===== src/rtl/wide_add_seq.sv =====
// Serial wide adder/subtractor: one 32-bit slice per clock through a single
// adder32, least-significant slice first, with a registered carry between slices.

module adder32 (
    input  logic [31:0] a,
    input  logic [31:0] b,
    input  logic        cin,
    output logic [31:0] s,
    output logic        cout
);
    logic [32:0] t;

    // 32-bit add with carry in; carry out taken from bit 32
    always_comb begin
        t    = {1'b0, a} + {1'b0, b} + {32'b0, cin};
        s    = t[31:0];
        cout = t[32];
    end
endmodule

module wide_add_seq #(
    parameter int unsigned WORDS = 4
) (
    input  logic                clk,
    input  logic                rst,
    input  logic                in_valid,
    output logic                in_ready,
    input  logic [32*WORDS-1:0] a,
    input  logic [32*WORDS-1:0] b,
    input  logic                sub,
    output logic                out_valid,
    input  logic                out_ready,
    output logic [32*WORDS-1:0] sum,
    output logic                carry_out,
    output logic                overflow
);
    localparam int unsigned W = 32 * WORDS;

    localparam logic [1:0] IDLE = 2'd0;
    localparam logic [1:0] RUN  = 2'd1;
    localparam logic [1:0] DONE = 2'd2;

    localparam logic [3:0] LAST = 4'(WORDS - 1);

    logic [1:0]   state;
    logic [W-1:0] a_reg;
    logic [W-1:0] b_reg;
    logic         cy;
    logic [3:0]   k;

    logic [31:0]  sl_a;
    logic [31:0]  sl_b;
    logic [31:0]  sl_s;
    logic         sl_c;

    // Select operand slice k for the shared adder
    always_comb begin
        sl_a = '0;
        sl_b = '0;
        for (int unsigned i = 0; i < WORDS; i++) begin
            if (k == 4'(i)) begin
                sl_a = a_reg[32*i +: 32];
                sl_b = b_reg[32*i +: 32];
            end
        end
    end

    adder32 u_add (
        .a    (sl_a),
        .b    (sl_b),
        .cin  (cy),
        .s    (sl_s),
        .cout (sl_c)
    );

    assign in_ready  = (state == IDLE);
    assign out_valid = (state == DONE);

    // Control FSM and datapath registers; subtraction is a + ~b + 1 with the
    // +1 injected through the initial carry
    always_ff @(posedge clk or posedge rst) begin
        if (rst) begin
            state     <= IDLE;
            a_reg     <= '0;
            b_reg     <= '0;
            cy        <= 1'b0;
            k         <= '0;
            sum       <= '0;
            carry_out <= 1'b0;
            overflow  <= 1'b0;
        end else begin
            case (state)
                IDLE: begin
                    if (in_valid) begin
                        a_reg <= a;
                        b_reg <= b ^ {W{sub}};
                        cy    <= sub;
                        k     <= '0;
                        state <= RUN;
                    end
                end
                RUN: begin
                    for (int unsigned i = 0; i < WORDS; i++) begin
                        if (k == 4'(i)) begin
                            sum[32*i +: 32] <= sl_s;
                        end
                    end
                    cy <= sl_c;
                    k  <= k + 4'd1;
                    if (k == LAST) begin
                        state     <= DONE;
                        carry_out <= sl_c;
                        overflow  <= ~(a_reg[W-1] ^ b_reg[W-1]) & (a_reg[W-1] ^ sl_s[31]);
                    end
                end
                DONE: begin
                    if (out_ready) begin
                        state <= IDLE;
                    end
                end
                default: state <= IDLE;
            endcase
        end
    end
endmodule


===== config.mk =====
export PLATFORM = sky130hd
export DESIGN_NAME = wide_add_seq
export DESIGN_NICKNAME = d
export VERILOG_FILES = /design/src/rtl/wide_add_seq.sv
export SDC_FILE = /design/constraint.sdc
export NUM_CORES = 1
export LEC_CHECK = 0
export CAP_MARGIN = 25
export CORE_MARGIN = 2
export CORE_UTILIZATION = 40
export CTS_BUF_LIST = sky130_fd_sc_hd__clkbuf_2 sky130_fd_sc_hd__clkbuf_4 sky130_fd_sc_hd__clkbuf_8
export CTS_CLUSTER_DIAMETER = 150
export DETAILED_ROUTE_END_ITERATION = 12
export HOLD_SLACK_MARGIN = 0.03
export PLACE_DENSITY = 0.66
export SYNTH_ARGS = -nofsm -noshare
export SYNTH_HDL_FRONTEND = slang
export SYNTH_HIERARCHICAL = 1
export SYNTH_SLANG_ARGS = --single-unit
export TNS_END_PERCENT = 1

===== constraint.sdc =====
create_clock -name clk -period 14.98 [get_ports clk]
set_input_delay 4.494 -clock clk [delete_from_list [all_inputs] [get_ports clk]]
set_output_delay 4.494 -clock clk [all_outputs]
set_load 0.01 [all_outputs]

# After elaboration in Yosys (flattened, before gate mapping)
# Index checks and enable logic that the tools add are counted.
[totals]
out_inout_bits = 132
register_bits = 393
word_cells = 53
[classes]
n_mux = 16
add_sub_neg = 3
n_eq_ne = 8
n_bitwise = 5
reduce_logical = 10
[ops]
columns = ["op", "n"]
rows = [
  ["$mux W32", 8],
  ["$xor A128 B128 Y128", 1],
  ["$add A32 B32 Y33", 1],
  ["$add A33 B1 Y33", 1],
  ["$reduce_and A2 Y1", 6],
  ["$eq A4 B2 Y1 const B", 2],
  ["$pmux W4 S2", 1],
  ["$mux W2", 3],
  ["$pmux W2 S3", 1],
  ["$add A4 B1 Y4 const B", 1],
  ["$eq A4 B1 Y1 const B", 1],
  ["$logic_not A4 Y1", 1],
  ["$mux W4", 1],
  ["$ne A2 B2 Y1 const B", 2],
  ["$reduce_and A3 Y1", 1],
  ["$eq A2 B1 Y1 const B", 1],
  ["$eq A2 B2 Y1 const B", 1],
  ["$logic_not A2 Y1", 1],
  ["$ne A2 B1 Y1 const B", 1],
  ["$pmux W1 S2", 1],
  ["$reduce_bool A2 Y1", 1],
  ["$xor A1 B1 Y1", 2],
  ["$and A1 B1 Y1", 1],
  ["$mux W1", 1],
  ["$not A1 Y1", 1],
]

# Logic depth before layout (Yosys ltp)
# Gate-level depths: netlist of run 1.
[depth]
word_depth = 9
ltp_mapped = 19
mapped_depth_nobuf = 16

# By module
# The synthesis of run 1 kept the hierarchy.
[modules_own_cells]
columns = ["module", "instances", "seq_area_each_um2", "cells_per_inst", "area_each_um2"]
rows = [
  ["wide_add_seq", 1, 9834.4, 1445, 17302.8],
  ["adder32", 1, 0.0, 244, 1750.4],
]

# Worst setup path after synthesis of run 1
# No wires, ideal clock.
[synth_path]
kind = "in2reg"
startpoint = "input in_valid"
endpoint = "register a_reg[13]"
setup_slack_ns = 9.384
cell_stages = 5
setup_ns = 0.125
required_time_ns = 14.855
arrival_time_ns = 5.471
cell_sequence = "nor3b_1 > buf_2 > buf_2 > buf_4 > mux2_2"
[synth_via]
elab_chain_len = 1
[synth_lines]
columns = ["item", "line", "text"]
rows = [
  ["start, declared", "26", "input logic in_valid,"],
  ["$reduce_and A2 Y1 (no line)", "-", ""],
  ["end signal, assigned", "84", "a_reg <= '0;"],
  ["end signal, assigned", "95", "a_reg <= a;"],
  ["end, declared", "46", "logic [W-1:0] a_reg;"],
]
# No other way between the ends.
# A chain may end at the register's enable or synchronous reset.

# Worst setup path in the final report of run 1
[layout_path]
startpoint = "input in_valid"
endpoint = "register a_reg[17]"
# The elaborated chain is that of the path after synthesis.

==> impl_metrics.tcl, run 1 <==
set metrics [dict create \
    status "completed" \
    drt_wl_total_mm 56.5 \
    cts_tree "done" \
    drc 0 \
    cts-resized-gates 0 \
    period_share 0.484 \
    cts-root-buf "clkbuf_8" \
    netlist_area_um2 19100 \
    die_w_um 222 \
    start_util 0.408 \
    drv_slew 0 \
    p_sw_w 0.00306 \
    synth_cells 1689 \
    setup_tns_ps 0 \
    grt_pass1_vias 14600 \
    antenna_left 0 \
    clock_latency_ps 610 \
    synthFlopType "dfrtp_1" \
    grtUsageTotal 0.227 \
    instances_no_fill 2696 \
    final_nets 2346 \
    reg2reg_setup_slack_ps 8750 \
    syn-num-nets 1987 \
    synth_fa_ha_area_frac 0.0251 \
    synth_edf_count 0 \
    ys_seq_elements 393 \
    hold-path-endpoint "a_reg[94]" \
    synth_xor_area_frac 0.0726 \
    routedWlPerCell_um 21.0 \
    yosys.area_share.simple 0.0612 \
    grt_max_degree 247 \
    hp-start "a_reg[94]" \
    reg2reg_to "sum[120]" \
    worst-setup-path-type "primary input to flop" \
    yosys_warnings 6 \
    drive_above_1_share 0.194 \
    whs_path_depth 1 \
    setup_viol 0 \
    seq_power_share 0.276 \
    htreeDepth 3 \
    place_congestion 0.846 \
    tightest_slew_ps 1010 \
    ys_seq_area_frac 0.516 \
    dieArea_um2 49400 \
    clock_sinks 393 \
    hold_viol 0 \
    numCtsBuffers 68 \
    synth_top_family_by_area "multiplexers" \
    area_growth_pct 29.8 \
    clock_skew_ps 27.1 \
    required_ps 15450 \
    cp.arrival_ps 7720 \
    cp_max_fo 246 \
    die-height_um 222 \
    synth_mux_area_frac 0.154 \
    grt_setup_unrepaired "false" \
    ir_drop_mv 0.139 \
    path_clk_slew_ps 60 \
    place_hpwl_mm 40.2 \
    postLayoutCoreUtil 0.529 \
    antenna_found_initial 4 \
    dp_slack_ps 6900 \
    drtIter0Drc 1079 \
    relSlewSlack 0.325 \
    syn_avg_cell_area_um2 11.3 \
    synth.distinct_cells 57 \
    crit_path_end_kind "flop" \
    crit_path_start_kind "primary input" \
    cap_violations 0 \
    combPwrFrac 0.581 \
    grt.overflow.total 0 \
    ctsHoldBuffers 0 \
    clockBufferDepth 3 \
    grt_pass1_wl_mm 86.2 \
    via_per_inst 5.39 \
    synth_compound_area_frac 0.135 \
    fp.coreArea_um2 46800 \
    whs_ps 501 \
    async_flop_share 1.00 \
    clock_power_share 0.144 \
    port_buffers 392 \
    vias 14500 \
    post-cts-setup-buffers 0 \
    r2r-start "k[0]" \
    worst_r2r_path_depth 15 \
    finalWorstPathRequiredPeriod_ps 7250 \
    row_count 79 \
    hold_path.class "flop to flop" \
    post-place-cells 2583 \
    nFillCells 4162 \
    power_density_nw_per_um2 279 \
    firstDrtPassIters 5 \
    setup_ws_ps 7730 \
    io_pins 393 \
    leakage_nw 10.0 \
    fmax_mhz 138 \
    p_int_w 0.00384 \
    switching_share 0.443 \
]
cells by family after synthesis:
| group | after synthesis |
|---|---|
| compound gates | 432 |
| flops | 393 |
| simple gates | 272 |
| mux | 261 |
| xor+xnor | 158 |
| buf+inv | 136 |
| fa+ha+maj | 37 |
area by class of cell:
class	count	area, µm²	area share
Antenna cell	1	2.50	0.000101
Inverter	13	52.6	0.00212
Tap cell	607	759	0.0307
Timing Repair Buffer	412	4140	0.167
Sequential cell	393	9830	0.398
Clock buffer	102	1270	0.0512
Clock inverter	8	92.6	0.00374
Multi-Input combinational cell	1160	8580	0.347
worst max-delay path, cell delays in order:
cell             delay (ps)
clkdlybuf4s50_1         520
nor3b_2                 170
buf_4                   460
buf_4                   360
buf_16                  340
buf_12                  760
mux2_2                  420
stage by stage:
| step | total power (W) | cell area (µm²) |
|---|---|---|
| final | 0.00690 | 24700 |
| after global routing | 0.00738 | 24700 |
| after CTS | 0.00692 | 24700 |
| after detailed placement | 0.00590 | 23300 |
| after global placement | 0.00577 | 23300 |
| after floorplan | 0.00443 | 19100 |
cell usage after synthesis, types with 3 or more instances:
master,number,share of area
a21oi_1,164,0.043
nor2b_1,5,0.0016
nor2_1,143,0.028
nand2b_1,5,0.0016
o21ai_0,128,0.034
dfrtp_1,393,0.52
o31ai_1,3,0.0012
buf_2,54,0.014
ha_1,35,0.023
o21a_1,3,0.0012
o21bai_1,7,0.0028
nor3_1,3,0.00079
a221oi_1,65,0.030
mux2_2,259,0.15
a311oi_1,3,0.0014
buf_6,9,0.0053
o211ai_1,6,0.0024
a21o_1,17,0.0067
buf_4,10,0.0039
nand2_1,86,0.017
clkbuf_1,48,0.0095
nand3_1,8,0.0021
xor2_1,15,0.0069
xnor2_1,143,0.066
a211oi_1,3,0.0012
nor3b_1,3,0.0012
o21ai_1,14,0.0037
nand4_1,5,0.0016
and3_1,3,0.00099
a31oi_1,4,0.0013
inv_1,10,0.0020
layout by cell type, fill, tap and decap left out, types with 15 or more instances in the layout:
cell               n
a21o_1            17
a21oi_1          164
a221oi_1          65
buf_4             16
clkbuf_4          22
clkbuf_8          80
clkdlybuf4s50_1  391
dfrtp_1          393
ha_1              33
mux2_2           259
nand2_1           86
nor2_1           143
o21ai_0          128
xnor2_1          143
xor2_1            15
metal layers:
layer / vias to the layer above / wire (µm) / global-route usage
li1: 6725 / - / -
met1: 7180 / 26100 / 0.320
met2: 534 / 25200 / 0.346
met3: 87 / 3940 / 0.0549
met4: 6 / 1230 / 0.0676
met5: - / 39 / 0
how the worst max path moves through the flow:
stage             start          to
4_1_cts        in_valid   a_reg[17]
6_report       in_valid   a_reg[17]
5_1_grt        in_valid   a_reg[84]
3_5_place_dp   in_valid   a_reg[52]
2_1_floorplan       rst    a_reg[0]
3_3_place_gp   in_valid  a_reg[114]
power by group through the flow:
stage                     logic, W  clock network, W  registers [W]
after detailed placement   0.00398                 0        0.00192
after floorplan            0.00251                 0        0.00192
after global routing       0.00435           0.00107        0.00197
after global placement     0.00388                 0        0.00189
after CTS                  0.00400           0.00102        0.00190
final                      0.00401          0.000992        0.00190
(Power assumes the default switching activity.)
==> inputs of run 2 (changes only) <==
Settings changed: PLACE_DENSITY 0.66 to 0.64.
Clock period 14.98 ns to 7.2 ns, I/O delays scaled along.
==> run 2 against run 1 <==
  * Sequential power increased by 110%
  * Critical path depth up 9
  * Utilization rose by 0.40 points
  * Hold slack hardly changed
  * Final area is 0.76% higher
  * First-iteration DRC count shrank 3.8%
  * Die area unchanged
==> impl_metrics.tcl, run 2 (synthesis results as in run 1) <==
set metrics [dict create \
    status "completed" \
    routedWlPerCell_um 21.3 \
    final_common_cell "dfrtp_1" \
    cp_cell_sequence "inv_1, ha_4, inv_2, buf_12, o21ai_0, o21ai_0, fa_1, fa_1, a21o_1, a221oi_1, o211ai_1, a21oi_1, o31ai_1, o31ai_1, a41oi_1, mux2_2" \
    clockBufferDepth 3 \
    worst-setup-path-type "flop to flop" \
    post-place-cells 2581 \
    power_density_nw_per_um2 584 \
    worst-path-buf-inv 3 \
    vias 14500 \
    dp_slack_ps 1430 \
    clock_sinks 393 \
    post-cts-setup-buffers 0 \
    cts-root-buf "clkbuf_8" \
    worst_r2r_path_depth 16 \
    final_cell_mix "dfrtp_1 (393), clkdlybuf4s50_1 (391), mux2_2 (259), a21oi_1 (164)" \
    tightest_slew_ps 1010 \
    critical_path.slowest_cell "ha_4" \
    via_per_inst 5.35 \
    grt_pass1_vias 14700 \
    numCtsBuffers 68 \
    path_clk_slew_ps 60 \
    drive_above_1_share 0.199 \
    io_pins 393 \
    hp-start "a_reg[67]" \
    ir_drop_mv 0.291 \
    required_ps 7690 \
    antenna_left 0 \
    die_w_um 222 \
    grt_setup_unrepaired "false" \
    antenna_found_initial 8 \
    cp_max_fo 66 \
    cts-resized-gates 0 \
    fmax_mhz 172 \
    ctsHoldBuffers 0 \
    whs_path_depth 1 \
    cpPeakStageDelay_ps 700 \
    crit_path_end_kind "flop" \
    reg2reg_to "sum[56]" \
    drc 0 \
    row_count 79 \
    grt_max_degree 202 \
    die-height_um 222 \
    dieArea_um2 49400 \
    grtUsageTotal 0.232 \
    drtIter0Drc 1038 \
    finalWorstPathRequiredPeriod_ps 5800 \
    place_hpwl_mm 41.8 \
    place_congestion 0.822 \
    reg2reg_setup_slack_ps 1400 \
    cts_tree "done" \
    grt_pass1_wl_mm 87.5 \
    clock_skew_ps 20.7 \
    leakage_nw 10.1 \
    drv_slew 0 \
    grt.overflow.total 0 \
    cp.arrival_ps 6290 \
    setup_viol 0 \
    cap_violations 0 \
    crit_path_start_kind "flop" \
    clock_latency_ps 620 \
    r2r-start "k[0]" \
    drt_wl_total_mm 57.7 \
    instances_no_fill 2712 \
    area_growth_pct 30.8 \
    final_nets 2343 \
    setup_ws_ps 1400 \
    hold_path.class "flop to flop" \
    firstDrtPassIters 5 \
    fp.coreArea_um2 46800 \
    hold_viol 0 \
    period_share 0.806 \
    crit_family "compound AO/OA/AOI/OAI gates" \
    hold-path-endpoint "a_reg[67]" \
    htreeDepth 3 \
    start_util 0.408 \
    relSlewSlack 0.322 \
    port_buffers 392 \
]
-- run 2: cell types whose count changed in the layout (fill, tap and decap cells not counted), sizes merged --
cell / before / now
buf: 21 / 18
clkinv: 5 / 13
diode: 1 / 5
inv: 12 / 13
clkinvlp: 2 / 6
bufinv: 2 / 4
-- run 2: routing by layer --
layer | global-route usage | vias to the layer above | wire [µm]
met2 | 0.351 | 529 | 25800
met1 | 0.337 | 7204 | 27100
met3 | 0.0432 | 76 | 3670
li1 | - | 6708 | -
met5 | 0 | - | 9
met4 | 0.0708 | 2 | 1120
-- run 2: worst max-delay path by stage --
stage / cells past startpoint / slack (ps) / from / endpoint
after detailed placement: 16 / 1430 / k[0] / sum[56]
after floorplan: 1 / -250 / rst / a_reg[0]
after global placement: 15 / 1260 / k[0] / overflow
after CTS: 16 / 1410 / k[0] / sum[56]
final: 16 / 1400 / k[0] / sum[56]
after global routing: 16 / 850 / k[0] / sum[88]
-- run 2: power breakdown --
group          total [W]  internal, W  switching (W)
Combinational    0.00830      0.00347        0.00483
Clock            0.00224      0.00131       0.000930
Sequential       0.00401      0.00335       0.000668
Total             0.0145      0.00812        0.00643
-- run 2: stage by stage --
| step | hold WS (ps) | utilization | total power [W] | TNS (ps) | area, µm² |
|---|---|---|---|---|---|
| after floorplan | 475 | - | 0.00921 | -97410 | 19100 |
| after global placement | 485 | 0.499 | 0.0121 | 0 | 23300 |
| after detailed placement | 491 | 0.499 | 0.0123 | 0 | 23400 |
| after CTS | 503 | 0.532 | 0.0146 | 0 | 24900 |
| after global routing | 512 | 0.533 | 0.0156 | 0 | 24900 |
| final | 501 | 0.533 | 0.0145 | 0 | 24900 |
-- run 2: cell type report --
| class | instances | area, µm² |
|---|---|---|
| fillers | 4167 | 21800 |
| flip-flops and latches | 393 | 9830 |
| multi-input cells | 1160 | 8580 |
| repair buffers | 409 | 4150 |
| clock buffers | 102 | 1300 |
| well taps | 607 | 759 |
| clock inverters | 23 | 231 |
| inverters | 13 | 52.6 |
| diodes | 5 | 12.5 |
-- run 2: worst reg2reg max path, delay by kind of cell, from the launching register on --
family          cells  cell delay, ps
buf+inv             3             920
fa+ha+maj           3            1630
compound gates      9            2340
flops               1             450
mux                 1             340
==> inputs of run 3 (changes only) <==
Settings changed: PLACE_DENSITY 0.64 to 0.66.
Clock period 7.2 ns to 5.1 ns, I/O delays scaled along.
==> run 3 against run 2 <==
  * First-iteration DRC count up 26%
  * Largest power group unchanged
  * Global-route usage up 0.37 points
  * Highest routed layer is now met4
  * Clock skew up 16 ps
  * Setup slack worse by 1100 ps
  * Final area up 0.36%
  * Clock-buffer cell count up 1
==> impl_metrics.tcl, run 3 (synthesis results as in run 1) <==
set metrics [dict create \
    status "completed" \
    place_hpwl_mm 43.9 \
    cap_violations 0 \
    final_nets 2362 \
    die_w_um 222 \
    leakage_nw 10.2 \
    finalWorstPathRequiredPeriod_ps 4820 \
    cts_tree "done" \
    fp.coreArea_um2 46800 \
    required_ps 5630 \
    worstSetupPathDepth 16 \
    crit_path_end_kind "flop" \
    antenna_found_initial 5 \
    hold_viol 0 \
    setup_tns_ps 0 \
    drt_wl_total_mm 59.0 \
    grt_pass1_wl_mm 88.9 \
    nFillCells 4077 \
    cp_max_fo 22 \
    io_pins 393 \
    worst-setup-path-type "flop to flop" \
    r2r-start "k[1]" \
    dieArea_um2 49400 \
    path_clk_slew_ps 60 \
    setup_viol 0 \
    firstDrtPassIters 7 \
    fmax_mhz 207 \
    clock_skew_ps 36.8 \
    clock_latency_ps 630 \
    relSlewSlack 0.352 \
    cp_cell_sequence "inv_1, ha_4, nor2b_4, a221oi_1, o21ai_0, fa_1, fa_1, a21o_1, a221oi_1, buf_4, o21a_1, a21oi_1, a21oi_1, o21bai_1, xor2_1, mux2_2" \
    drc 0 \
    final_common_cell "dfrtp_1" \
    power_density_nw_per_um2 833 \
    hold_path.class "flop to flop" \
    crit_path_start_kind "flop" \
    port_buffers 392 \
    start_util 0.408 \
    clockBufferDepth 3 \
    place_congestion 0.881 \
    p_int_w 0.0115 \
    htreeDepth 3 \
    via_per_inst 5.44 \
    grt_max_degree 187 \
    cpPeakStageDelay_ps 490 \
    critical_path.slowest_cell "fa_1" \
    reg2reg_to "sum[26]" \
    die-height_um 222 \
    whs_path_depth 1 \
    seq_power_share 0.277 \
    routedWlPerCell_um 21.7 \
    final_cell_mix "dfrtp_1 (393), clkdlybuf4s50_1 (391), mux2_2 (259), a21oi_1 (164)" \
    grtUsageTotal 0.235 \
    whs_ps 500 \
    drive_above_1_share 0.203 \
    setup_ws_ps 277 \
    grt_pass1_vias 14800 \
    clock_sinks 393 \
    grt_setup_unrepaired "false" \
    cp.arrival_ps 5360 \
    period_share 0.946 \
    endpoint "sum[26]" \
    grt.overflow.total 0 \
    worst_r2r_path_depth 16 \
    numCtsBuffers 70 \
    reg2reg_setup_slack_ps 280 \
    p_sw_w 0.00931 \
    combPwrFrac 0.577 \
    ir_drop_mv 0.490 \
    area_growth_pct 31.3 \
    crit_family "compound AO/OA/AOI/OAI gates" \
    dp_slack_ps 329 \
    cts-root-buf "clkbuf_8" \
    ctsHoldBuffers 0 \
    worst-path-buf-inv 2 \
    drv_slew 0 \
    clock_power_share 0.146 \
    row_count 79 \
    tightest_slew_ps 971 \
    antenna_left 0 \
    cp-startpoint "k[1]" \
    drtIter0Drc 1313 \
    switching_share 0.447 \
    post-cts-setup-buffers 0 \
    vias 14800 \
]
run 3: worst min path at each step:
stage / start / endpoint / slack [ps]
2_1_floorplan: a_reg[64] / a_reg[64] / 480
4_1_cts: sum[107] / sum[107] / 500
3_3_place_gp: a_reg[90] / a_reg[90] / 490
6_report: sum[107] / sum[107] / 500
5_1_grt: sum[27] / sum[27] / 510
3_5_place_dp: sum[107] / sum[107] / 490
run 3: what timing repair did:
action,in CTS,in global routing
gates resized for setup,0,3
endpoints found under the hold margin,0,0
setup endpoints to repair,0,1
run 3: layer usage:
| layer | vias up | share of wire | GRT usage |
|---|---|---|---|
| li1 | 6762 | - | - |
| met1 | 7294 | 0.46 | 0.335 |
| met2 | 629 | 0.45 | 0.356 |
| met3 | 87 | 0.073 | 0.0603 |
| met4 | 0 | 0.022 | 0.0650 |
| met5 | - | 0 | 0 |
run 3: through the flow:
stage	total power [W]	cell area, µm²	std cells	util
4_1_cts	0.0208	25000	2715	0.534
6_report	0.0208	25000	2717	0.535
5_1_grt	0.0222	25000	2717	0.535
3_3_place_gp	0.0174	23500	2598	0.503
2_1_floorplan	0.0130	19100	1689	-
3_5_place_dp	0.0177	23500	2598	0.503
run 3: layout make-up:
class | count | area (µm²) | area share
Sequential cell | 393 | 9830 | 0.393
Multi-Input combinational cell | 1160 | 8590 | 0.344
Timing Repair Buffer | 426 | 4320 | 0.173
Clock buffer | 103 | 1320 | 0.0527
Tap cell | 607 | 759 | 0.0304
Clock inverter | 14 | 128 | 0.00510
Inverter | 13 | 52.6 | 0.00210
Antenna cell | 1 | 2.50 | 0.000100
run 3: power by group through the flow:
stage               combinational, W  clock [W]  sequential [W]
floorplan                    0.00737          0         0.00563
global placement              0.0116          0         0.00580
detailed placement            0.0119          0         0.00581
CTS                           0.0119    0.00311         0.00577
global route                  0.0130    0.00325         0.00595
finish                        0.0120    0.00303         0.00578
